**src/rtl/sensor_bounce_gen.sv**
```systemverilog
// sensor_bounce_gen: drives a bouncing sensor line toward a requested level so
// that debounce timing downstream can be exercised. Each transition issues
// 2*BOUNCE_PAIRS+1 toggles separated by segments of L cycles, then holds the
// line stable for HOLD_CYC cycles before pulsing done.
//
// Optional feature macro: SENSOR_BOUNCE_LFSR_EN
//   defined   -> segment length L = LFSR[log2(BOUNCE_MAX_CYC)-1:0] + 1 (1..BOUNCE_MAX_CYC)
//   undefined -> every segment is BOUNCE_MAX_CYC cycles, no LFSR is built
//
// state    | meaning
// ---------+-----------------------------------------------------------
// S_IDLE   | line stable, waiting for start
// S_BOUNCE | issuing toggles, segment counter running
// S_HOLD   | final level reached, holding for HOLD_CYC cycles
// S_DONE   | one-cycle completion pulse, start ignored
module sensor_bounce_gen #(
  parameter int          BOUNCE_PAIRS   = 2,
  parameter int          BOUNCE_MAX_CYC = 8,
  parameter int          HOLD_CYC       = 20,
  parameter logic        INIT_LEVEL     = 1'b0,
  parameter logic [15:0] LFSR_SEED      = 16'hACE1
) (
  input  logic       clk,
  input  logic       reset,
  input  logic       start,
  input  logic       level_req,
  output logic       sensor_out,
  output logic       busy,
  output logic       done,
  output logic [7:0] edge_cnt
);

  localparam int TOGGLES = 2 * BOUNCE_PAIRS + 1;
  localparam int REM_W   = $clog2(TOGGLES + 1);
  // one extra bit so BOUNCE_MAX_CYC itself fits in the segment counter
  localparam int SEG_W   = $clog2(BOUNCE_MAX_CYC) + 1;
  localparam int HOLD_W  = $clog2(HOLD_CYC + 2);

  localparam logic [REM_W-1:0]  TOGGLES_V = REM_W'(TOGGLES);
  localparam logic [SEG_W-1:0]  SEG_MAX   = SEG_W'(BOUNCE_MAX_CYC);
  localparam logic [HOLD_W-1:0] HOLD_V    = HOLD_W'(HOLD_CYC);

  typedef enum logic [1:0] {S_IDLE, S_BOUNCE, S_HOLD, S_DONE} state_t;

  state_t            state_q, state_d;
  logic              sensor_q;
  logic              target_q;
  logic [7:0]        edge_q;
  logic [REM_W-1:0]  rem_q;
  logic [SEG_W-1:0]  seg_q;
  logic [HOLD_W-1:0] hold_q;
  logic [SEG_W-1:0]  seg_len;
  logic              toggle;
  logic              clear_cnt;

`ifdef SENSOR_BOUNCE_LFSR_EN
  localparam int          IDX_W     = $clog2(BOUNCE_MAX_CYC);
  localparam logic [15:0] LFSR_INIT = (LFSR_SEED == 16'h0000) ? 16'h0001 : LFSR_SEED;

  logic [15:0] lfsr;

  // free-running Galois LFSR; a non-zero state can never shift into zero
  always_ff @(posedge clk) begin
    if (!reset) begin
      lfsr <= LFSR_INIT;
    end else if (lfsr[0]) begin
      lfsr <= (lfsr >> 1) ^ 16'hB400;
    end else begin
      lfsr <= lfsr >> 1;
    end
  end

  assign seg_len = {1'b0, lfsr[IDX_W-1:0]} + SEG_W'(1);
`else
  assign seg_len = SEG_MAX;
`endif

  // next-state decode plus toggle/clear strobes and status outputs
  always_comb begin
    state_d   = state_q;
    toggle    = 1'b0;
    clear_cnt = 1'b0;
    busy      = 1'b0;
    done      = 1'b0;
    case (state_q)
      S_IDLE: begin
        if (start) begin
          clear_cnt = 1'b1;
          if (level_req != sensor_q) begin
            toggle  = 1'b1;
            state_d = (TOGGLES == 1) ? S_HOLD : S_BOUNCE;
          end else begin
            state_d = S_DONE;
          end
        end
      end
      S_BOUNCE: begin
        busy = 1'b1;
        if (seg_q == SEG_W'(1)) begin
          toggle = 1'b1;
          if (rem_q == REM_W'(1)) state_d = S_HOLD;
        end
      end
      S_HOLD: begin
        busy = 1'b1;
        if (hold_q <= HOLD_W'(1)) state_d = S_DONE;
      end
      S_DONE: begin
        done    = 1'b1;
        state_d = S_IDLE;
      end
      default: state_d = S_IDLE;
    endcase
  end

  // state register and transition datapath (line, counters, target)
  always_ff @(posedge clk) begin
    if (!reset) begin
      state_q  <= S_IDLE;
      sensor_q <= INIT_LEVEL;
      target_q <= 1'b0;
      edge_q   <= 8'd0;
      rem_q    <= '0;
      seg_q    <= '0;
      hold_q   <= '0;
    end else begin
      state_q <= state_d;

      if (state_q == S_IDLE && start) target_q <= level_req;

      // the last toggle lands on the latched target by construction; forcing
      // it keeps the final level correct even if the toggle count were even
      if (toggle) begin
        if (state_q == S_BOUNCE && rem_q == REM_W'(1)) sensor_q <= target_q;
        else                                          sensor_q <= ~sensor_q;
        seg_q <= seg_len;
      end else if (state_q == S_BOUNCE) begin
        seg_q <= seg_q - SEG_W'(1);
      end

      if (clear_cnt)                         edge_q <= {7'd0, toggle};
      else if (toggle && edge_q != 8'hFF)    edge_q <= edge_q + 8'd1;

      if (clear_cnt)   rem_q <= TOGGLES_V - REM_W'(1);
      else if (toggle) rem_q <= rem_q - REM_W'(1);

      if (state_d == S_HOLD && state_q != S_HOLD) hold_q <= HOLD_V;
      else if (state_q == S_HOLD)                 hold_q <= hold_q - HOLD_W'(1);
    end
  end

  assign sensor_out = sensor_q;
  assign edge_cnt   = edge_q;

endmodule

```
**config.mk**
```make
export PLATFORM = sky130hd
export DESIGN_NAME = sensor_bounce_gen
export DESIGN_NICKNAME = d
export VERILOG_FILES = /design/src/rtl/sensor_bounce_gen.sv
export SDC_FILE = /design/constraint.sdc
export NUM_CORES = 1
export LEC_CHECK = 0
export CELL_PAD_IN_SITES_DETAIL_PLACEMENT = 1
export CELL_PAD_IN_SITES_GLOBAL_PLACEMENT = 1
export CORE_UTILIZATION = 42
export DETAILED_ROUTE_END_ITERATION = 8
export PLACE_DENSITY_LB_ADDON = 0.1
export SLEW_MARGIN = 20
export SYNTH_ARGS = -nofsm -noshare
export SYNTH_HDL_FRONTEND = slang
export SYNTH_SLANG_ARGS = --single-unit
```
**constraint.sdc**
```tcl
create_clock -name clk -period 2.1 [get_ports clk]
set_input_delay 0.42 -clock clk [delete_from_list [all_inputs] [get_ports clk]]
set_output_delay 0.42 -clock clk [all_outputs]
set_load 0.01 [all_outputs]
```
==> summary.md <==
| Metric | Value |
|---|---|
| Status | `completed` |
| Adder-cell share of the synthesized area | `9.91%` |
| Cells after synthesis | `162` |
| Number of global-route vias before repair | `1240` |
| Post-synth EDFFs | `0` |
| Arr. time, crit path | `1.62 ns` |
| Synth cell types | `45` |
| Fillers | `412` |
| Largest area contributor in the netlist | `dfxtp_1` |
| Top cells by area, synth | `dfxtp_1, ha_1, nand2_1` |
| Number of I/O port buffers | `14` |
| # hold bufs at CTS | `0` |
| Critical Path Fanout Max | `5` |
| Layout net count | `199` |
| Post-synthesis xor/xnor area fraction | `6.22%` |
| Worst-Margin Slew | `0.390 ns` |
| Clock Path Buffers | `2` |
| Largest family of logic cells by synthesized area | `simple AND/OR/NAND/NOR gates` |
| Req. time, crit path | `1.68 ns` |
| CTS buffer count | `3` |
| Mux cell area share after synthesis | `0.811%` |
| Maximum vdd drop | `426 uV` |
| LEAKAGE | `0.000630 uW` |
| Number of max-cap violations | `0` |
| Asr flop ratio synth | `0%` |
| Slowest stage delay, CP | `0.54 ns` |
| Boundary Pins | `15` |
| Slowest-stage cell, CP | `clkdlybuf4s50_1` |
| Critical Path End Type | `output port` |
| Yosys warns | `0` |
| Row count | `20` |
| Syn-to-layout area delta | `19.5%` |
| Net Count, Synth | `177` |
| Setup bufs post-CTS | `0` |
| Compound-gate portion of the synthesized area | `21.0%` |
| Peak Freq | `0.489 GHz` |
| DRT iter0 DRCs | `67` |
| Setup TNS | `0 ns` |
| First-pass GRT wire length | `5660 um` |
| Slew headroom | `74.0%` |
| Final slew viol count | `0` |
| DP HPWL | `2630 um` |
| Total Wirelength | `3340 um` |
| Tcrit/Tclk final | `97.3%` |
| Top_reg_cell synth | `dfxtp_1` |
| Drt drc | `0` |
| Pwr Density | `1160 nW/um2` |
| Die area | `3540 um2` |
| Synth Area in Simple Gates | `21.8%` |
| Setup CP Type | `reg -> out` |
| Htree depth | `1` |
| Hold Fails Final Rpt | `0` |
| Layout cells sized above 1 | `12.6%` |
| Vias post-DR | `1199` |
| Skew final | `0.00514 ns` |
| Final setup vio count | `0` |
| Top cell type's share of synthesized area | `34.6%` |
| CORE AREA | `3100 um2` |
| Post-CTS sizing | `2` |
| DIE HEIGHT | `59.5 um` |
| CP Cell Sequence | `inv_1 > ha_1 > clkdlybuf4s50_1` |
| Unrepaired setup endpoints after global routing | `false` |
| Die Wd | `59.5 um` |
| Synthesis-stage register bit count | `24` |
| DRT Pass-1 Iters | `4` |
| Post-synthesis area per instance | `8.57 um2` |
| Area of the multi-input gates | `830 um2` |
| Clk root buf | `clkbuf_4` |
| Clock sink count | `24` |
| GPL Wtd Cong | `0.722` |
| CTS tree | `done` |
| Final antenna diode count | `0` |
| Drt via density | `5.28` |
| Sequential cell area fraction in the yosys report | `34.6%` |
| Antenna-violating nets left | `0` |
| Synthesized cell area | `1390 um2` |
| Total Routing Usage GR | `21.2%` |
| Setup crit start kind | `flop` |
| Initial antenna violation count | `0` |
| Placed cell area | `1620 um2` |
| Tmin final | `2.04 ns` |
| Fin area | `1660 um2` |
| Hold WC Path Type | `reg -> reg` |
| Register area | `483 um2` |
| Worst-Skew Late Latency | `0.33 ns` |
| Total congestion overflow | `0` |
| Largest net degree at the start of global routing | `14` |
| Initial Utilization | `44.8%` |
| Clock slew at reported path FFs | `0.14 ns` |
| Avg WL per Cell | `14.7 um` |
==> per-stage QoR <==
step	instances	utilization (%)	total power (uW)	hold slack [ns]	setup slack, ns
after floorplan	162	-	1370	0.444	0.488
after global placement	223	52.3	1620	0.453	0.0471
after detailed placement	223	52.3	1690	0.457	-0.0502
after CTS	227	53.5	1960	0.481	0.0349
after global routing	227	53.5	2100	0.509	0.00103
final	227	53.5	1930	0.478	0.0558
==> cell type report <==
| cell class | instances | share of cell area, % |
|---|---|---|
| clock buffers | 4 | 2.19 |
| inverters | 11 | 2.49 |
| multi-input cells | 120 | 50.0 |
| flip-flops and latches | 24 | 29.1 |
| well taps | 44 | 3.32 |
| repair buffers | 24 | 13.0 |
==> final timing paths <==
check | depth (start not counted) | slack (ns) | end | from
setup reg to reg | 6 | 0.23 | hold_q[1] | state_q[0]
hold reg to reg | 2 | 0.48 | target_q | target_q
hold / removal | 2 | 0.48 | target_q | target_q
setup / recovery | 3 | 0.06 | busy | state_q[0]
==> synthesized netlist by cell type, types with 3 or more instances <==
master    count
dfxtp_1      24
nand2_1      20
ha_1         11
inv_1        11
a21oi_1      10
nor2_1        9
a21boi_0      4
a31oi_1       4
nand3_1       4
o211ai_1      4
o21ai_0       4
xnor2_1       4
xor2_1        4
a31o_2        3
and2_1        3
buf_2         3
nand4_1       3
nor4b_1       3
o31ai_1       3
==> layout by cell type (no fill, tap or decap), types with 2 or more instances in the layout <==
master / n
buf_4: 10
nand3_1: 4
nand2b_1: 2
xor2_1: 4
or3_1: 2
nand4_1: 3
clkbuf_4: 3
nand2_1: 20
nor2_1: 9
o211ai_1: 4
and3_1: 2
dfxtp_1: 22
nor4b_1: 3
xnor2_1: 4
a31oi_1: 4
o31ai_1: 3
inv_1: 11
o21ai_0: 4
a21oi_1: 10
clkdlybuf4s50_1: 14
a21boi_0: 4
ha_1: 11
a31o_2: 3
dfxtp_2: 2
and2_1: 3
==> critical path: cells and delay by family, from the launching register on <==
kind | cells | cell delay [ns]
adders and majority gates | 1 | 0.29
buffers and inverters | 2 | 0.61
DFF | 1 | 0.41
==> routing by layer <==
metal | part of all wire [%] | routed length (um) | global-route usage [%]
met3 | 1.6 | 54 | 2.62
met2 | 51 | 1700 | 37.7
met4 | 1.5 | 49 | 6.98
met1 | 46 | 1540 | 26.3
met5 | 0 | 0 | 0
==> power by group <==
part	switching, uW	internal (uW)	leakage [uW]	total [uW]
logic	501	450	0.000413	951
registers	141	585	0.000197	725
clock network	147	106	0.0000210	254
==> registers in the layout (all words and copies together) (netlist names) <==
signal      cells
edge_cnt        8
hold_q          5
rem_q           3
seg_q           4
sensor_out      1
state_q         2
target_q        1
==> kinds of logic (layout without fill, tap and decap cells) <==
| kind of cell | after synthesis | after routing |
|---|---|---|
| AOI/OAI and AO/OA | 43 | 43 |
| xor gates and xnor gates | 9 | 9 |
| adders and majority gates | 11 | 11 |
| buffers and inverters | 18 | 39 |
| DFF | 24 | 24 |
| muxes | 1 | 1 |
| and+or+nand+nor | 56 | 56 |
Note: power is estimated with default switching activity, not from simulation.
